### src/rtl/alu_multdiv.sv
// Multicycle signed multiply/divide beside the execute-stage ALU.
// One bit per cycle; fixed 33-cycle capture-to-ready latency.
module alu_multdiv #(
  parameter int WIDTH = 32
) (
  input  logic             clock,
  input  logic             reset_n,
  input  logic [WIDTH-1:0] data_operandA,
  input  logic [WIDTH-1:0] data_operandB,
  input  logic             ctrl_MULT,
  input  logic             ctrl_DIV,
  output logic [WIDTH-1:0] data_result,
  output logic             data_exception,
  output logic             data_resultRDY,
  output logic             busy
);

  localparam int CW = $clog2(WIDTH);
  localparam int AW = 2 * WIDTH;

  typedef enum logic [1:0] {
    IDLE,
    RUN,
    FIN
  } state_t;

  state_t state;
  state_t next_state;

  logic [CW-1:0]    count;
  logic [AW-1:0]    acc;
  logic [WIDTH-1:0] opnd;
  logic             op_div;
  logic             neg;
  logic             div_zero;

  logic             start;
  logic [WIDTH-1:0] a_abs;
  logic [WIDTH-1:0] b_abs;

  assign start = ctrl_MULT | ctrl_DIV;

  // Unsigned magnitudes: -2^31 maps cleanly to 2^31.
  assign a_abs = data_operandA[WIDTH-1] ? (~data_operandA + 1'b1)
                                        : data_operandA;
  assign b_abs = data_operandB[WIDTH-1] ? (~data_operandB + 1'b1)
                                        : data_operandB;

  always_ff @(posedge clock or negedge reset_n) begin
    if (!reset_n) begin
      state <= IDLE;
    end else begin
      state <= next_state;
    end
  end

  always_comb begin
    next_state = state;
    unique case (state)
      IDLE: next_state = IDLE;
      RUN: begin
        if (count == CW'(WIDTH - 1)) begin
          next_state = FIN;
        end
      end
      FIN: next_state = IDLE;
      default: next_state = IDLE;
    endcase
    if (start) begin
      next_state = RUN;
    end
  end

  logic [WIDTH:0]   mul_sum;
  logic [AW-1:0]    mul_next;
  logic [WIDTH:0]   div_shift;
  logic [WIDTH+1:0] div_diff;
  logic [AW-1:0]    div_next;

  // Multiply: acc = {partial, multiplier}; add then shift right.
  always_comb begin
    mul_sum  = {1'b0, acc[AW-1:WIDTH]}
             + (acc[0] ? {1'b0, opnd} : '0);
    mul_next = {mul_sum, acc[WIDTH-1:1]};
  end

  // Divide: acc = {remainder, dividend/quotient}; restoring step.
  always_comb begin
    div_shift = acc[AW-1:WIDTH-1];
    div_diff  = {1'b0, div_shift} - {2'b00, opnd};
    if (!div_diff[WIDTH+1]) begin
      div_next = {div_diff[WIDTH-1:0], acc[WIDTH-2:0], 1'b1};
    end else begin
      div_next = {div_shift[WIDTH-1:0], acc[WIDTH-2:0], 1'b0};
    end
  end

  logic [AW-1:0]    mul_signed;
  logic             mul_ovf;
  logic [WIDTH-1:0] quo;
  logic [WIDTH-1:0] div_res;
  logic             div_exc;
  logic [WIDTH-1:0] fin_res;
  logic             fin_exc;

  always_comb begin
    mul_signed = neg ? (~acc + 1'b1) : acc;
    mul_ovf    = (acc[AW-1:WIDTH] != '0)
               | (neg ? (acc[WIDTH-1] & (acc[WIDTH-2:0] != '0))
                      : acc[WIDTH-1]);
    quo        = acc[WIDTH-1:0];
    div_res    = neg ? (~quo + 1'b1) : quo;
    div_exc    = ~neg & quo[WIDTH-1];
    if (op_div) begin
      fin_res = div_zero ? '0 : div_res;
      fin_exc = div_zero | div_exc;
    end else begin
      fin_res = mul_signed[WIDTH-1:0];
      fin_exc = mul_ovf;
    end
  end

  always_ff @(posedge clock or negedge reset_n) begin
    if (!reset_n) begin
      count          <= '0;
      acc            <= '0;
      opnd           <= '0;
      op_div         <= 1'b0;
      neg            <= 1'b0;
      div_zero       <= 1'b0;
      data_result    <= '0;
      data_exception <= 1'b0;
      data_resultRDY <= 1'b0;
    end else begin
      data_resultRDY <= 1'b0;
      if (start) begin
        op_div   <= ~ctrl_MULT;
        neg      <= data_operandA[WIDTH-1] ^ data_operandB[WIDTH-1];
        div_zero <= (data_operandB == '0);
        count    <= '0;
        if (ctrl_MULT) begin
          opnd <= a_abs;
          acc  <= {{WIDTH{1'b0}}, b_abs};
        end else begin
          opnd <= b_abs;
          acc  <= {{WIDTH{1'b0}}, a_abs};
        end
      end else begin
        unique case (state)
          RUN: begin
            count <= count + 1'b1;
            acc   <= op_div ? div_next : mul_next;
          end
          FIN: begin
            data_result    <= fin_res;
            data_exception <= fin_exc;
            data_resultRDY <= 1'b1;
          end
          default: ;
        endcase
      end
    end
  end

  assign busy = (state != IDLE);

endmodule

### config.mk
export PLATFORM = sky130hd
export DESIGN_NAME = alu_multdiv
export DESIGN_NICKNAME = d
export VERILOG_FILES = /design/src/rtl/alu_multdiv.sv
export SDC_FILE = /design/constraint.sdc
export NUM_CORES = 1
export LEC_CHECK = 0
export ABC_AREA = 0
export BUFFER_PORTS_ARGS = -buffer_cell sky130_fd_sc_hd__clkbuf_2
export CORE_UTILIZATION = 25
export DETAILED_ROUTE_END_ITERATION = 10
export HOLD_SLACK_MARGIN = 0.02
export SLEW_MARGIN = 0
export SYNTH_ARGS = -nofsm -noshare
export SYNTH_HDL_FRONTEND = slang
export SYNTH_SLANG_ARGS = --single-unit
### constraint.sdc
create_clock -name clock -period 3.5 [get_ports clock]
set_input_delay 0.35 -clock clock [delete_from_list [all_inputs] [get_ports clock]]
set_output_delay 0.35 -clock clock [all_outputs]
set_load 0.05 [all_outputs]
==> results of run 1 <==
## worst reg2reg max path, delay by kind of cell, from the launching register on
family / cells / cell delay (ns)
fa+ha+maj: 1 / 0.27
compound gates: 6 / 1.72
simple gates: 2 / 0.54
flops: 1 / 0.40
buf+inv: 2 / 0.39
## sequential cells by signal, indices dropped and copies added, names as in the netlist
name            count
opnd               32
data_resultRDY      1
state               2
data_result        32
neg                 1
data_exception      1
div_zero            1
acc                64
count               5
op_div              1
## where the power goes
part           switching (uW)  internal [uW]  leakage (uW)  total (uW)
sequential                161           1730       0.00180        1890
clock                     856           1010      0.000282        1860
combinational            1010            651       0.00429        1660
## stage by stage
stage | util | hold WS [ns] | setup WS, ns | total power, uW
2_1_floorplan | - | 0.05441 | 0.3875 | 2995
3_3_place_gp | 0.2808 | 0.3612 | -0.1128 | 3514
3_5_place_dp | 0.2808 | 0.3682 | -0.1393 | 3538
4_1_cts | 0.2932 | 0.2555 | 0.07803 | 5405
5_1_grt | 0.2946 | 0.2968 | -0.02769 | 5683
6_report | 0.2946 | 0.2700 | 0.1078 | 5416
## synth_stat cells (all sizes together), types with 21 or more instances
cell type  count
a211oi        60
a21o          44
a21oi        119
buf           23
clkbuf        68
dfrtp        140
ha            69
inv           58
mux2i         44
nand2        166
nand3         21
nor2         145
nor3          27
o21ai        149
o31ai         31
xnor2         61
xor2          80
## cell families after synthesis
logic type | after synthesis | share of synthesized area
AOI/OAI and AO/OA | 528 | 0.2801
DFF | 140 | 0.2840
xor gates and xnor gates | 141 | 0.1001
adders and majority gates | 71 | 0.07324
and+or+nand+nor | 466 | 0.1760
buffers and inverters | 149 | 0.04808
muxes | 47 | 0.03845
## routing by layer
layer  up-vias  part of all wire  GRT usage
met3        75             0.055    0.02190
met2       405              0.46     0.2580
met5         -                 0          0
met1      5878              0.46     0.2255
met4         0             0.034    0.06584
li1       5786                 -          -
## path summary, 6_finish.rpt
| kind | startpoint | end | slack (ns) | depth (start not counted) |
|---|---|---|---|---|
| setup / recovery | acc[31] | acc[47] | 0.11 | 11 |
| hold / removal | data_operandB[0] | acc[0] | 0.27 | 3 |
| setup reg to reg | acc[31] | acc[47] | 0.11 | 11 |
| hold reg to reg | data_result[26] | data_result[26] | 0.48 | 2 |
| max in group asynchronous | reset_n | opnd[4] | 2.16 | 3 |
| min in group asynchronous | reset_n | data_result[24] | 0.45 | 2 |
## what timing repair did
action,CTS,global route
setup endpoints to repair,1,19
setup buffers,0,4
pin swaps,0,3
resized for setup,2,11
hold endpoints to repair,55,0
hold buffers,1,0
## area by class of cell
cell class,instances,share of cell area
clock inverters,14,0.01061
repair buffers,152,0.06668
inverters,58,0.01513
clock buffers,18,0.02982
well taps,664,0.05772
flip-flops and latches,140,0.2435
multi-input cells,1253,0.5765
==> reports/metrics.sh, run 1 <==
CRIT_PATH_END_KIND='flip-flop'
LAYOUT.CELLS.MOST_COMMON='sky130_fd_sc_hd__nand2_1'
WORSTPATHCELLLIST='inv_1 > ha_1 > nor2b_1 > o2111ai_2 > a2111oi_4 > o2111ai_2 > and4bb_2 > o21a_2 > buf_4 > o311a_1 > o21ai_1'
YS.WARNINGS.COUNT=0
TRANSITION_TIME_OF_THE_TIGHTEST_SLEW_CHECK_PIN_NS=0.8735
SYNTH_AREA_PER_CELL_UM2=7.999
GRT.TOTAL_USAGE=0.1640
LAYOUT.CELL_AREA.NON_FILLER_MM2=0.01439
POST_ROUTE_CELLS_DRIVE_ABOVE_1_SHARE=0.1413
HOLD_VIOLATIONS=0
IO_PINS=103
TIMING.CRITICAL_PATH.ARRIVAL_NS=3.76
TOP_CELL_BY_COUNT_WORST_PATH='sky130_fd_sc_hd__o2111ai_2'
TIMING.CRITICAL_PATH.SLOWEST_CELL_DELAY_NS=0.46
CRIT_PATH_TOP_DELAY_CELL='sky130_fd_sc_hd__a2111oi_4'
PLACEMENT.IO_BUFFERS=102
LEVEL_COUNT_OF_THE_CLOCK_H_TREE=4
TRITONCTS.NUM_BUFFERS=17
FINALWORSTPATHREQUIREDPERIOD_NS=3.392
OVERALL_DIE_AREA_MM2=0.05023
WIRE_PER_INST_UM=18.17
CLK-INSERTION-DELAY-LATE_NS=0.44
WORST_IR_DROP_VDD_mV=0.3488
TIMING.CRITICAL_PATH.FANOUT_MAX=13
FINAL_NETS=1761
SYNTH-SEQ-AREA-SHARE=0.2840
ANTENNA_FOUND_INITIAL=1
AREA.GROWTH.SYNTH_TO_FINAL_PCT=16.69
ROUTED-VIA-COUNT=12140
STATUS='finished, final reports clean'
SYNTH_TOP_CELL_BY_AREA='sky130_fd_sc_hd__dfrtp_1'
ROUTED_VIA_DENSITY=5.282
GRT_FIRST_PASS_WIRELENGTH_UM=65140
TRITONCTS_CLOCK_TREE='built'
STATIC_LEAKAGE_uW=0.006373
SLEW_VIOL_FINAL=0
PATH_CLK_SLEW_NS=0.07
DRC_VIOLS=0
INITIAL_CORE_UTIL=0.2525
CRITICAL-PATH-TOP-DELAY-FAMILY='compound AO/OA/AOI/OAI gates'
FINCLKSKEW_NS=0.01288
ANTENNA-DIODE-COUNT=0
MAX_CAP_VIOLATIONS=0
MIN-DELAY-PATH-CLASS='in2reg'
SYN_AREA_MM2=0.01233
PLACE_INST=2262
FINAL_SETUP_VIOLS=0
TIMING.CRITICAL_PATH.FROM_TYPE='flip-flop'
CRITICAL_PATH_CLASS='reg2reg'
SYNTH-SEQ-CELLS=140
CHIPWIDTH_UM=224.1
PERIOD_SHARE=0.9692
FIRST_PASS_ITERS=5
WORST-PATH-BUF-INV=2
GRT_OVERFLOW=0
LAYOUT.FILLER_CELLS=5260
DRT_ITER0_MARKERS=1101
YOSYS.CELL_TYPES.COUNT=80
NUMCLOCKSINKS=140
POSTSYNTH.ASYNCRESETSHARE=1.000
FMAX_MHz=294.8
FINAL_ANTENNA_NET_COUNT=0
GRT_SETUP_UNREPAIRED='true'
MULTI_INPUT_COMB_AREA_MM2=0.008298
MAX_SLEW_MARGIN=0.4168
SYNTH_TOP_AREA_SHARE=0.2840
PLACE.GP.CONGESTION=0.9055
DP_HPWL_UM=31720
CTSLONGESTPATHBUFFERS=2
SYNTHESIS.INSTANCES=1542
LARGEST_CELLS_BY_AREA_AFTER_SYNTHESIS='sky130_fd_sc_hd__dfrtp_1, sky130_fd_sc_hd__ha_1, sky130_fd_sc_hd__xor2_1'
MAPPED_NETS=1681
FINALNONFILLERCELLS=2299
POSTSYNTH.TOPFLOPCELL='sky130_fd_sc_hd__dfrtp_1'
CP_DATA_REQUIRED_TIME_NS=3.86
DIE_HEIGHT_UM=224.1
PLACEMENT.CELL_AREA_MM2=0.01372
CORE_ROWS=81
CTS_ROOT_BUFFER='sky130_fd_sc_hd__clkbuf_16'
TNS_NS=0
POWER_DENSITY_OVER_THE_CELLS_mW_PER_MM2=376.3
FIRST_GLOBAL_VIAS=11560
ROUTE.FINAL.WIRE_LENGTH_UM=41770
SEQ_AREA_MM2=0.003505
SYNTH_ENABLE_FLOP_CELLS=0
LARGEST_NET_DEGREE_AT_THE_START_OF_GLOBAL_ROUTING=89
CORE-AREA_MM2=0.04885
MOST-COMMON-LAYOUT-CELLS='sky130_fd_sc_hd__nand2_1, sky130_fd_sc_hd__nor2_1, sky130_fd_sc_hd__dfrtp_1, sky130_fd_sc_hd__o21ai_0, sky130_fd_sc_hd__a21oi_1'
No activity file was read; power rests on OpenSTA's default activity.
==> run 2, diff against run 1 <==
- CORE_UTILIZATION: 25 -> 62
- PLACE_DENSITY: unset -> 0.82
==> run 2 against run 1 <==
Net effect:
- the run now ends with negative hold slack left
- largest power group unchanged
- sequential share of layout area grew 1.1 points
- global-route usage grew 21 points
- hold slack lost 0.29 ns
- clock skew grew 0.0043 ns
- die area shrank 59%
- flip-flop and latch count is the same
- wire length shrank 9.0%
- utilization grew 41 points
==> reports/metrics.sh, run 2 (synthesized netlist as in run 1, its figures left out) <==
STATUS='finished, violations left'
VIOLATIONS_IN_THE_FINAL_REPORTS='negative hold slack'
CORE-AREA_MM2=0.01946
TRANSITION_TIME_OF_THE_TIGHTEST_SLEW_CHECK_PIN_NS=0.8975
FMAX_MHz=291.5
POST_ROUTE_CELLS_DRIVE_ABOVE_1_SHARE=0.1346
FINAL_NETS=1753
LAYOUT.CELLS.MOST_COMMON='sky130_fd_sc_hd__nand2_1'
CTS_ROOT_BUFFER='sky130_fd_sc_hd__clkbuf_16'
TRITONCTS.NUM_BUFFERS=17
LEVEL_COUNT_OF_THE_CLOCK_H_TREE=4
ROUTED-VIA-COUNT=12390
INITIAL_CORE_UTIL=0.6338
DIE_HEIGHT_UM=143.0
ROUTED_VIA_DENSITY=6.545
GRT_OVERFLOW=0
TIMING.CRITICAL_PATH.FROM_TYPE='flip-flop'
TNS_NS=0
SLEW_VIOL_FINAL=0
DRC_VIOLS=0
WORST_IR_DROP_VDD_mV=0.3738
HOLD_VIOLATIONS=3
GRT.TOTAL_USAGE=0.3771
GRT_FIRST_PASS_WIRELENGTH_UM=59820
WIRE_PER_INST_UM=20.07
IO_PINS=103
ROUTE.FINAL.WIRE_LENGTH_UM=37990
FINAL_ANTENNA_NET_COUNT=0
CP_DATA_REQUIRED_TIME_NS=3.87
TIMING.CRITICAL_PATH.ARRIVAL_NS=3.80
FIRST_GLOBAL_VIAS=11450
AREA.GROWTH.SYNTH_TO_FINAL_PCT=11.58
MAX_FFS_PER_REGISTER=64
CLK-INSERTION-DELAY-LATE_NS=0.44
LAYOUT.FILLER_CELLS=1563
ANTENNA_FOUND_INITIAL=1
PLACEMENT.IO_BUFFERS=102
TIMING.CRITICAL_PATH.FANOUT_MAX=20
MOST-COMMON-LAYOUT-CELLS='sky130_fd_sc_hd__nand2_1, sky130_fd_sc_hd__nor2_1, sky130_fd_sc_hd__dfrtp_1, sky130_fd_sc_hd__o21ai_0, sky130_fd_sc_hd__a21oi_1'
CRIT-REG2REG-LAUNCH='acc[31]'
CRITICAL_PATH_CLASS='reg2reg'
FINCLKSKEW_NS=0.01716
PLACEMENT.CELL_AREA_MM2=0.01315
SETUP.REG_TO_REG.WORST_SLACK_NS=0.07
LARGEST_NET_DEGREE_AT_THE_START_OF_GLOBAL_ROUTING=94
MULTI_INPUT_COMB_AREA_MM2=0.008289
FINAL_SETUP_VIOLS=0
PERIOD_SHARE=0.9801
LARGEST_REGS='acc: 64 flops, data_result: 32 flops, opnd: 32 flops'
OVERALL_DIE_AREA_MM2=0.02046
DP_HPWL_UM=27830
HOLDBUFCOUNTCTS=0
CRIT_PATH_END_KIND='flip-flop'
NUMCLOCKSINKS=140
LAYOUT.CELL_AREA.NON_FILLER_MM2=0.01376
SEQ_AREA_MM2=0.003505
PLACE.GP.CONGESTION=1.028
TRITONCTS_CLOCK_TREE='built'
FINALWORSTPATHREQUIREDPERIOD_NS=3.430
POWER_DENSITY_OVER_THE_CELLS_mW_PER_MM2=384.6
CORE_ROWS=51
TIMING.HOLD.WS_NS=-0.01629
PATH_CLK_SLEW_NS=0.06
RR_WORST_DEPTH=12
STATIC_LEAKAGE_uW=0.006305
REG2REG_TO='acc[61]'
FIRST_PASS_ITERS=6
CHIPWIDTH_UM=143.0
MAX_CAP_VIOLATIONS=0
CTSLONGESTPATHBUFFERS=2
DRT_ITER0_MARKERS=1119
MIN-DELAY-PATH-CLASS='in2async'
MAX_SLEW_MARGIN=0.4017
LARGEST_REGISTER='acc'
-- run 2: metrics by stage --
step / setup WS (ns) / util / total power, uW / cells / hold slack (ns)
2_1_floorplan: 0.3875 / - / 2995 / 1542 / 0.05441
3_3_place_gp: -0.2298 / 0.6757 / 3462 / 1859 / 0.4635
3_5_place_dp: -0.2795 / 0.6757 / 3495 / 1859 / 0.4688
4_1_cts: 0.02468 / 0.7050 / 5251 / 1891 / 0.03328
5_1_grt: -0.03434 / 0.7072 / 5527 / 1893 / 0.05904
6_report: 0.06952 / 0.7072 / 5293 / 1893 / -0.01629
-- run 2: worst max-delay path, stage by stage, from the launching register on --
cell and delay (ns):
sky130_fd_sc_hd__dfrtp_1 0.42, sky130_fd_sc_hd__inv_1 0.17, sky130_fd_sc_hd__ha_1 0.26, sky130_fd_sc_hd__nor2b_1 0.20, sky130_fd_sc_hd__o2111ai_2 0.20, sky130_fd_sc_hd__a2111oi_4 0.48
sky130_fd_sc_hd__o2111ai_2 0.25, sky130_fd_sc_hd__and4bb_1 0.31, sky130_fd_sc_hd__o21a_1 0.23, sky130_fd_sc_hd__buf_12 0.17, sky130_fd_sc_hd__a2111o_1 0.38, sky130_fd_sc_hd__o21ai_1 0.14
sky130_fd_sc_hd__a22o_1 0.15
-- run 2: layer usage --
metal | track usage | vias to the layer above | wire [um]
met5 | 0 | - | 0
met4 | 0.1952 | 0 | 1708
met3 | 0.04460 | 104 | 3094
met2 | 0.5890 | 635 | 17340
met1 | 0.5122 | 5866 | 15850
li1 | - | 5784 | -
-- run 2: how the worst max path moves through the flow --
stage | endpoint | slack (ns) | startpoint
floorplan | acc[61] | 0.39 | acc[0]
global placement | acc[60] | -0.23 | acc[31]
detailed placement | acc[60] | -0.28 | acc[31]
CTS | acc[60] | 0.02 | acc[31]
global route | acc[56] | -0.03 | acc[0]
finish | acc[61] | 0.07 | acc[31]
-- run 2: report_power, final --
| part | switching, uW | internal [uW] | leakage, uW |
|---|---|---|---|
| logic | 996 | 642 | 0.00424 |
| registers | 159 | 1730 | 0.00180 |
| clock network | 831 | 933 | 0.000264 |
| total | 1990 | 3310 | 0.00631 |
-- run 2: area by class of cell --
| class | count | area share |
|---|---|---|
| Antenna cell | 1 | 0.0001818 |
| Clock buffer | 18 | 0.03118 |
| Clock inverter | 14 | 0.009364 |
| Inverter | 58 | 0.01582 |
| Multi-Input combinational cell | 1253 | 0.6023 |
| Sequential cell | 140 | 0.2546 |
| Tap cell | 265 | 0.02409 |
| Timing Repair Buffer | 144 | 0.06245 |
-- run 2: timing repair --
action / 4_1_cts / 5_1_grt
buffers inserted: 0 / 1
resized for setup: 2 / 9
endpoints found under the setup margin: 3 / 9
pin swaps: 0 / 1
